[config.mk]
export PLATFORM = sky130hd
export DESIGN_NAME = pipe_ctrl
export DESIGN_NICKNAME = d
export VERILOG_FILES = /design/src/rtl/pipe_ctrl.sv
export SDC_FILE = /design/constraint.sdc
export NUM_CORES = 1
export LEC_CHECK = 0
export CAP_MARGIN = 10
export CORE_MARGIN = 3
export CORE_UTILIZATION = 44
export DETAILED_ROUTE_END_ITERATION = 8
export PLACE_DENSITY = 0.82
export SLEW_MARGIN = 20
export SYNTH_ARGS = -nofsm -noshare
export SYNTH_HDL_FRONTEND = slang
export SYNTH_SLANG_ARGS = --single-unit
[constraint.sdc]
create_clock -name clk -period 3.5 [get_ports clk]
set_input_delay 0.875 -clock clk [delete_from_list [all_inputs] [get_ports clk]]
set_output_delay 0.875 -clock clk [all_outputs]
set_load 0.02 [all_outputs]
[src/rtl/pipe_ctrl.sv]
// Pipeline control: stall merge, one-cycle exception flush, stall watchdog.
// Optional stall-cycle counter is built when PIPE_CTRL_PERF_EN is defined.
module pipe_ctrl #(
    parameter int unsigned WD_LIMIT = 1023
) (
    input  logic        clk,
    input  logic        rst,
    input  logic        stallreq_id,
    input  logic        stallreq_ex,
    input  logic        stallreq_mem,
    input  logic        flush_req,
    input  logic [31:0] excp_pc,
    output logic [5:0]  stall,
    output logic        flush,
    output logic [31:0] new_pc,
    output logic        stall_timeout,
    output logic [31:0] stall_cycles
);

    typedef enum logic {RUN, FLUSH} state_t;

    localparam logic [15:0] WD_LIM16 = 16'(WD_LIMIT);

    state_t      state, state_nxt;
    logic [31:0] pc_q;
    logic [15:0] wd_cnt;
    logic        timeout_q;
    logic        any_req;

    assign any_req = stallreq_id | stallreq_ex | stallreq_mem;

    always_ff @(posedge clk) begin
        if (!rst) state <= RUN;
        else      state <= state_nxt;
    end

    always_comb begin
        state_nxt = state;
        stall     = '0;
        flush     = 1'b0;
        case (state)
            RUN: begin
                if (stallreq_mem)     stall = 6'b011111;
                else if (stallreq_ex) stall = 6'b001111;
                else if (stallreq_id) stall = 6'b000111;
                if (flush_req) state_nxt = FLUSH;
            end
            FLUSH: begin
                flush     = 1'b1;
                state_nxt = RUN;
            end
            default: state_nxt = RUN;
        endcase
        // Hold nothing while in reset so downstream registers clear cleanly.
        if (!rst) stall = '0;
    end

    always_ff @(posedge clk) begin
        if (!rst)                          pc_q <= '0;
        else if (state == RUN && flush_req) pc_q <= excp_pc;
    end

    assign new_pc = pc_q;

    always_ff @(posedge clk) begin
        if (!rst) begin
            wd_cnt <= '0;
        end else if (state == RUN && any_req) begin
            if (wd_cnt != 16'hFFFF) wd_cnt <= wd_cnt + 16'd1;
        end else begin
            wd_cnt <= '0;
        end
    end

    always_ff @(posedge clk) begin
        if (!rst)                   timeout_q <= 1'b0;
        else if (wd_cnt == WD_LIM16) timeout_q <= 1'b1;
    end

    assign stall_timeout = timeout_q;

`ifdef PIPE_CTRL_PERF_EN
    logic [31:0] cyc_q;

    always_ff @(posedge clk) begin
        if (!rst)          cyc_q <= '0;
        else if (stall[0]) cyc_q <= cyc_q + 32'd1;
    end

    assign stall_cycles = cyc_q;
`else
    assign stall_cycles = '0;
`endif

endmodule
=== Word level (Yosys, flattened, before mapping) ===
Index checks and enable logic that the tools add are counted.

* Bitwise logic cells: 3
* Reduce and logical (&&, ||, !) cells: 3
* Eq/ne operators: 2
* Add/sub/neg operators: 1
* Muxes and demuxes: 8

{| class="wikitable"
|+ Operators by type and width
! cell !! number
|-
| adder 16 x 1 -> 16 bit (second input constant) || 1
|-
| equality test 16 x 10 -> 1 bit (second input constant) || 1
|-
| inequality test 16 bit (second input constant) || 1
|-
| 2-to-1 mux 5 bit || 2
|-
| 2-to-1 mux 6 bit || 1
|-
| 2-to-1 mux 4 bit || 1
|-
| 2-to-1 mux 3 bit || 1
|-
| logical AND 1 bit || 2
|-
| 2-to-1 mux 1 bit || 2
|-
| OR 1 bit || 2
|-
| one-hot mux 1 bit (2 select lines) || 1
|-
| AND reduction 2 bit || 1
|-
| inverter 1 bit || 1
|}

* Register bits: 50
* Input bits: 38
* Logic and storage cells: 21

=== Longest topological paths before layout ===
Gate-level depths: netlist (run 1).

* Depth in word-level cells: 5
* Mapped depth: 6
* Depth with buffers taken out: 5

=== Least setup slack after synthesis (run 1) ===
Ideal clock, no wire load.

* Path type: input-to-output
* Start: in rst
* End: out stall[1]
* Slack: 0.928 ns
* Cell stages on the path: 5
* Arrival time: 1.697 ns
* Cells stage by stage: nand2b_1 or2_0 clkbuf_2 inv_1 buf_4

* Longest elaborated chain between the ends: 1

{| class="wikitable"
|+ Ends and longest elaborated chain
! item !! line !! text
|-
| start: declaration || 7 || <nowiki>input logic rst,</nowiki>
|-
| 2-to-1 mux 6 bit || 55 || <nowiki>if (!rst) stall = '0;</nowiki>
|-
| end: declaration || 13 || <nowiki>output logic [5:0] stall,</nowiki>
|}

No other way between the ends.

=== Final worst setup path (run 1) ===
* Start: in rst
* End: out stall[2]

The elaborated chain is that of the path after synthesis.

==> reports/metrics.csv, run 1 <==
stage,metric,value,unit
clock_tree,Clock transition at path regs,0.09,ns
final_layout,number of fill cells,478,
yosys,Cell variety after synth,41,
drt,via count,1997,
yosys,number of synthesized register bits,50,
worst_setup_path,Critical Path Fanout Max,6,
yosys,fraction of registers with async set/reset,0,
power,worst voltage drop across the vdd grid,0.240,mV
global_route,Total GRT Usage,0.167,
place,gpl congestion,0.836,
final_layout,proportion of layout cells with a drive suffix above 1,0.0597,
clock_tree,cell chosen for the clock root,sky130_fd_sc_hd__clkbuf_8,
worst_setup_path,combined buffer and inverter count along the critical path,3,
yosys,part of the Yosys area used for sequential elements,0.425,
global_route,global-route congestion overflow total,0,
final_layout,utilization after layout,0.605,
power,leakage power,0.00119,uW
final_layout,final net count,391,
worst_setup_path,FF-to-FF path depth,5,
sta,highest clock frequency the design can meet,0.293,GHz
worst_setup_path,critical-path cell list,clkdlybuf4s50_1 -> nand2b_1 -> or2_0 -> inv_1 -> clkdlybuf4s50_1,
global_route,number of antenna violations at the first check in global routing,0,
sta,final worst-path cycle share,0.975,
power,pwr/cell area,369,mW/mm^2
yosys,gate count of the mapped netlist,281,
clock_tree,H-tree depth reported by CTS,2,
yosys,netlist area before placement,0.00236,mm^2
sta,final number of max-transition violations,0,
sta,post-layout worst setup margin,0.0864,ns
sta,Max-Slew Margin vs Limit,0.501,
clock_tree,Num CTS Buffers,5,
worst_setup_path,required time at the endpoint of the critical path,2.62,ns
yosys,number of enable flip-flop cells after synthesis,0,
clock_tree,cts hold-fix bufs,0,
yosys,Mean Syn Cell Area,8.38,um^2
die,total number of placement rows,26,
yosys,flip-flop cell with the highest count after synthesis,sky130_fd_sc_hd__dfxtp_1,
die,width of the die,79.2,um
drt,first-pass iteration count of the detailed router,4,
place,count of buffers inserted at the top-level ports,76,
place,worst slack at placement,0.0509,ns
clock_tree,sinks on the clock net,50,
worst_setup_path,delay of the slowest cell on the worst path,0.64,ns
hold_path,hold endpoint,new_pc[6],
yosys,Syn. warnings,0,
global_route,maximum number of pins on one net before global-route repair,35,
sta,summed negative setup slack over all endpoints,0,ns
hold_path,start point of the worst hold path,new_pc[6],
drt,# DRC,0,
die,die area,0.00627,mm^2
job,number of max-capacitance violations reported,0,
sta,worst clock skew,0.00265,ns
drt,total wire length,5.09,mm
drt,DRT iter0 DRCs,71,
place,post-DP HPWL,3.73,mm
worst_setup_path,Top delay family on crit path,buffers and inverters,
worst_setup_path,FF-to-FF setup slack,1.50,ns
sta,Slew @ Worst Pin,0.743,ns
hold_path,path class of the lowest-slack min-delay path,flop to flop,
sta,setup violation total in the final timing report,0,
final_layout,number of inserted diodes,0,
clock_tree,post-CTS setup repair buffer count,0,
sta,RSZ-0062 raised after global routing,no,
worst_setup_path,start of the worst register-to-register path,wd_cnt[0],
worst_setup_path,startpoint type of the worst setup path,input pin,
clock_tree,clock latency at the later pin of the worst-skew pair,0.29,ns
die,Die Ht,79.2,um
drt,via density per instance,4.73,
worst_setup_path,Worst Path Arrival,2.54,ns
sta,final hold violations,0,
drt,DRT antenna net count,0,
worst_setup_path,CP Class,input pin to output port,
worst_setup_path,end of the worst register-to-register path,wd_cnt[4],
sta,"Min Clock Period, post-route",3.41,ns
die,I/O pins,110,
die,core area,0.00514,mm^2
clock_tree,TritonCTS clock tree,done,
worst_setup_path,most common cell type on the critical path,sky130_fd_sc_hd__clkdlybuf4s50_1,
global_route,wire length of the first global-routing pass,8.22,mm
worst_setup_path,cell at the slowest stage of the critical path,sky130_fd_sc_hd__clkdlybuf4s50_1,
clock_tree,maximum clock path buffer count,2,
status,result of the run,"finished, final reports clean",
final_layout,P&R area growth vs syn,32.1,%
worst_setup_path,crit path from,rst,
global_route,number of global-route vias before repair,1843,
hold_path,Cells on Worst Hold Path,2,
drt,post-detailed-route wirelength per cell,12.1,um
worst_setup_path,crit path capture type,output port,
die,Initial Util,0.458,
==> logic make-up (layout without fill, tap and decap cells) <==
kind of cell	count (synthesis)	in the layout	synth area share
and+or+nand+nor	119	119	0.250
xor gates and xnor gates	2	2	0.00744
buffers and inverters	51	90	0.144
adders and majority gates	1	1	0.00531
muxes	1	1	0.00425
other	1	33	0.00159
AOI/OAI and AO/OA	56	56	0.163
DFF	50	50	0.425
==> state kept, by name, summed over array words and instances (netlist names) <==
signal         count
state              1
new_pc            32
wd_cnt            16
stall_timeout      1
==> through the flow <==
step	std cells	hold slack, ns	power (uW)	cell area [um^2]
after detailed placement	415	0.456	845	3030
after floorplan	313	0.469	766	2480
final	422	0.465	1150	3110
after global placement	415	0.448	841	3030
after global routing	422	0.489	1210	3110
after CTS	422	0.469	1160	3110
==> worst max-delay path by stage <==
| stage | slack [ns] | end | cells after the start |
|---|---|---|---|
| 2_1_floorplan | 0.93 | stall[1] | 5 |
| 3_3_place_gp | 0.06 | stall[2] | 5 |
| 3_5_place_dp | 0.05 | stall[2] | 5 |
| 4_1_cts | 0.05 | stall[2] | 5 |
| 5_1_grt | 0.007 | stall[2] | 5 |
| 6_report | 0.09 | stall[2] | 5 |
==> tightest hold or removal path, cell delays in order, from the launching register on <==
cell	delay [ns]
sky130_fd_sc_hd__dfxtp_1	0.32
sky130_fd_sc_hd__nand2_1	0.04
sky130_fd_sc_hd__a21boi_0	0.06
==> routing by layer <==
| layer | wire [um] | GRT usage | up-vias |
|---|---|---|---|
| met5 | 0 | 0 | - |
| met4 | 29 | 0.0515 | 0 |
| met3 | 650 | 0.107 | 2 |
| met2 | 2430 | 0.265 | 73 |
| met1 | 1980 | 0.182 | 904 |
| li1 | - | - | 1018 |
==> placed cells by master, fill, tap and decap left out, types with 2 or more instances in the layout <==
cell type / netlist / layout
sky130_fd_sc_hd__inv_1: 3 / 3
sky130_fd_sc_hd__nand2_1: 70 / 70
sky130_fd_sc_hd__a21boi_0: 32 / 32
sky130_fd_sc_hd__conb_1: 1 / 33
sky130_fd_sc_hd__o31ai_1: 2 / 2
sky130_fd_sc_hd__a211oi_1: 2 / 2
sky130_fd_sc_hd__a41oi_1: 2 / 2
sky130_fd_sc_hd__or3_2: 4 / 4
sky130_fd_sc_hd__nand4_1: 3 / 3
sky130_fd_sc_hd__nand2b_1: 2 / 2
sky130_fd_sc_hd__a21oi_1: 8 / 8
sky130_fd_sc_hd__nand4_2: 2 / 2
sky130_fd_sc_hd__a31oi_1: 3 / 3
sky130_fd_sc_hd__buf_4: 35 / 4
sky130_fd_sc_hd__or4_1: 4 / 4
sky130_fd_sc_hd__nor3_1: 5 / 5
sky130_fd_sc_hd__clkbuf_8: 0 / 5
sky130_fd_sc_hd__clkdlybuf4s50_1: 0 / 75
sky130_fd_sc_hd__dfxtp_1: 50 / 50
sky130_fd_sc_hd__nor2_1: 10 / 10
sky130_fd_sc_hd__o21ai_0: 4 / 4
sky130_fd_sc_hd__nand3_1: 6 / 6
sky130_fd_sc_hd__o21ai_1: 2 / 2
==> power breakdown <==
part	leakage, uW	switching [uW]	internal (uW)	total (uW)
Combinational	0.000739	123	102	225
Sequential	0.000409	12.8	593	605
Clock	0.0000373	180	137	318
Total	0.00119	316	832	1150
==> cell type report <==
type,instances,area [um^2],area share
multi-input cells,212,1140,0.366
flip-flops and latches,50,1000,0.322
repair buffers,80,793,0.255
well taps,70,87.6,0.0281
clock buffers,6,72.6,0.0233
inverters,3,11.3,0.00362
clock inverters,1,7.51,0.00241
==> cell usage after synthesis (3+ instances only) <==
| master | n | area share |
|---|---|---|
| sky130_fd_sc_hd__a21boi_0 | 32 | 0.10 |
| sky130_fd_sc_hd__a21oi_1 | 8 | 0.017 |
| sky130_fd_sc_hd__a31oi_1 | 3 | 0.0080 |
| sky130_fd_sc_hd__buf_4 | 35 | 0.11 |
| sky130_fd_sc_hd__clkbuf_1 | 10 | 0.016 |
| sky130_fd_sc_hd__dfxtp_1 | 50 | 0.42 |
| sky130_fd_sc_hd__inv_1 | 3 | 0.0048 |
| sky130_fd_sc_hd__nand2_1 | 70 | 0.11 |
| sky130_fd_sc_hd__nand3_1 | 6 | 0.013 |
| sky130_fd_sc_hd__nand4_1 | 3 | 0.0080 |
| sky130_fd_sc_hd__nor2_1 | 10 | 0.016 |
| sky130_fd_sc_hd__nor3_1 | 5 | 0.011 |
| sky130_fd_sc_hd__o21ai_0 | 4 | 0.0085 |
| sky130_fd_sc_hd__or3_2 | 4 | 0.013 |
| sky130_fd_sc_hd__or4_1 | 4 | 0.013 |
==> timing repair <==
action | 4_1_cts | 5_1_grt
endpoints found under the hold margin | 0 | 0
setup endpoints to repair | 0 | 1
resized for setup | 0 | 1
Power figures use the tool's default switching activity.
==> run 2, diff against run 1 <==
--- a/config.mk
+++ b/config.mk
@@ -7,8 +7,9 @@
 export LEC_CHECK = 0
 export CAP_MARGIN = 10
-export CORE_MARGIN = 3
+export CORE_MARGIN = 2
 export CORE_UTILIZATION = 44
 export DETAILED_ROUTE_END_ITERATION = 8
 export PLACE_DENSITY = 0.82
+export SKIP_LAST_GASP = 1
 export SLEW_MARGIN = 20
 export SYNTH_ARGS = -nofsm -noshare
==> constraint.sdc (replaced) <==
create_clock -name clk -period 3.5 [get_ports clk]
set_input_delay 0.35 -clock clk [delete_from_list [all_inputs] [get_ports clk]]
set_output_delay 0.35 -clock clk [all_outputs]
set_load 0.02 [all_outputs]
==> run 2 against run 1 <==
Clock-buffer cell count increased by 1. Die area is 5.0% lower. Sequential share of layout area decreased by 0.090 points. Via count rose by 1.1%. Maximum frequency rose by 37%. Non-clock buffer count did not move. Critical path type unchanged. Critical endpoint is now stall[1]. Largest cell class unchanged.
==> reports/metrics.csv, run 2 (synthesized netlist as in run 1, its figures left out) <==
stage,metric,value,unit,change
power,pwr/cell area,374,mW/mm^2,+1.4%
global_route,Total GRT Usage,0.169,,+0.00203
clock_tree,Num CTS Buffers,5,,unchanged
sta,"Min Clock Period, post-route",2.49,ns,-0.925 ns
place,gpl congestion,0.788,,-5.7%
die,core area,0.00514,mm^2,unchanged
power,combinational cell fraction of total power,0.191,,-0.005
final_layout,"commonest non-fill, non-tap cell in the layout",sky130_fd_sc_hd__clkdlybuf4s50_1,,
final_layout,filler-free cell count of the finished design,423,,+0.24%
worst_setup_path,CP Class,input pin to output port,,
global_route,maximum number of pins on one net before global-route repair,35,,unchanged
power,Sequential Power Share,0.519,,-0.008
clock_tree,TritonCTS clock tree,done,,
die,Die Ht,77.2,um,-2.5%
drt,post-detailed-route wirelength per cell,11.4,um,-5.1%
worst_setup_path,FF-to-FF path depth,5,,unchanged
place,count of buffers inserted at the top-level ports,76,,unchanged
die,width of the die,77.2,um,-2.5%
clock_tree,clock latency at the later pin of the worst-skew pair,0.29,ns,about the same
job,number of max-capacitance violations reported,0,,unchanged
final_layout,final net count,391,,unchanged
final_layout,proportion of layout cells with a drive suffix above 1,0.0623,,+0.00266
sta,summed negative setup slack over all endpoints,0,ns,unchanged
drt,DRT antenna net count,0,,unchanged
global_route,wire length of the first global-routing pass,8.26,mm,+0.43%
worst_setup_path,startpoint type of the worst setup path,input pin,,
drt,total wire length,4.84,mm,-4.9%
die,total number of placement rows,26,,unchanged
worst_setup_path,required time at the endpoint of the critical path,3.15,ns,+0.53 ns
global_route,number of antenna violations at the first check in global routing,0,,unchanged
final_layout,number of inserted diodes,0,,unchanged
status,result of the run,"finished, final reports clean",,
final_layout,total area of sequential cells,0.00100,mm^2,unchanged
sta,final number of max-transition violations,0,,unchanged
drt,via density per instance,4.77,,+0.81%
final_layout,max reg flops,32,,unchanged
hold_path,path class of the lowest-slack min-delay path,flop to flop,,
place,post-DP HPWL,3.63,mm,-2.9%
place,# placed instances,415,,unchanged
clock_tree,sinks on the clock net,50,,unchanged
clock_tree,cell chosen for the clock root,sky130_fd_sc_hd__clkbuf_8,,
clock_tree,H-tree depth reported by CTS,2,,unchanged
clock_tree,post-CTS setup repair buffer count,0,,unchanged
clock_tree,Clock transition at path regs,0.08,ns,about the same
die,die area,0.00596,mm^2,-5.0%
clock_tree,maximum clock path buffer count,2,,unchanged
worst_setup_path,crit path capture type,output port,,
sta,final worst-path cycle share,0.711,,-0.264
sta,highest clock frequency the design can meet,0.402,GHz,+37%
clock_tree,cts hold-fix bufs,0,,unchanged
hold_path,Cells on Worst Hold Path,2,,unchanged
sta,setup violation total in the final timing report,0,,unchanged
power,internal portion of total power,855,uW,+2.7%
power,Clock power frac,0.290,,+0.013
sta,RSZ-0062 raised after global routing,no,,
power,sw frac,0.268,,-0.00724
power,leakage power,0.00118,uW,about the same
final_layout,P&R area growth vs syn,32.4,%,
die,I/O pins,110,,unchanged
drt,DRT iter0 DRCs,106,,+49%
final_layout,total area of multi-input combinational cells,0.00114,mm^2,unchanged
die,Initial Util,0.458,,unchanged
drt,first-pass iteration count of the detailed router,4,,unchanged
power,net switching component of the power,313,uW,-0.99%
clock_tree,CTS resizes,0,,unchanged
global_route,number of global-route vias before repair,1874,,+1.7%
sta,Slew @ Worst Pin,0.788,ns,+0.0451 ns
drt,# DRC,0,,unchanged
worst_setup_path,Worst Path Arrival,2.14,ns,-0.40 ns
sta,worst clock skew,0.00194,ns,-0.000712 ns
final_layout,"commonest cells after routing, fill and taps aside","sky130_fd_sc_hd__clkdlybuf4s50_1, sky130_fd_sc_hd__nand2_1, sky130_fd_sc_hd__dfxtp_1",,
power,worst voltage drop across the vdd grid,0.225,mV,-6.3%
worst_setup_path,Critical Path Fanout Max,15,,+9
final_layout,number of fill cells,468,,-2.1%
global_route,global-route congestion overflow total,0,,unchanged
sta,Max-Slew Margin vs Limit,0.471,,-0.0303
drt,via count,2018,,+1.1%
sta,final hold violations,0,,unchanged
run 2: final timing paths:
| kind | endpoint | slack (ns) | start |
|---|---|---|---|
| setup reg to reg | wd_cnt[5] | 1.46 | wd_cnt[0] |
| hold reg to reg | new_pc[26] | 0.46 | new_pc[26] |
| setup / recovery | stall[1] | 1.01 | rst |
| hold / removal | new_pc[26] | 0.46 | new_pc[26] |
run 2: power groups by stage:
stage	clock (uW)	combinational, uW	sequential (uW)
floorplan	0	121	645
global placement	0	222	618
detailed placement	0	224	619
CTS	351	225	606
global route	374	243	609
finish	339	223	605
run 2: worst max-delay path, stage by stage:
cell and delay, ns:
sky130_fd_sc_hd__clkdlybuf4s50_1 0.48, sky130_fd_sc_hd__nand2b_1 0.10, sky130_fd_sc_hd__or2_0 0.23, sky130_fd_sc_hd__buf_4 0.19, sky130_fd_sc_hd__inv_1 0.16, sky130_fd_sc_hd__clkdlybuf4s50_1 0.63
run 2: final cells by class:
type	instances	area share
sequential	50	0.321
inverter	3	0.00361
clock buffer	7	0.0277
timing repair buffer	80	0.253
multi-input combinational	212	0.365
clock inverter	1	0.00160
tap	70	0.0281
run 2: layer usage:
metal  up-vias  global-route usage  share of wire
met5         -                   0              0
met4         0              0.0482          0.012
met3         6              0.0906           0.12
met2        73               0.290           0.47
met1       920               0.179           0.40
li1       1019                   -              -
run 2: per-stage QoR:
step                hold WS, ns  power [uW]  area [um^2]  setup WS [ns]   util
global placement          0.448         840         3030           1.01  0.589
floorplan                 0.469         766         2480           1.84      -
detailed placement        0.457         843         3030          0.973  0.589
CTS                       0.469        1180         3120          0.974  0.607
finish                    0.464        1170         3120           1.01  0.607
global route              0.487        1230         3120          0.897  0.607
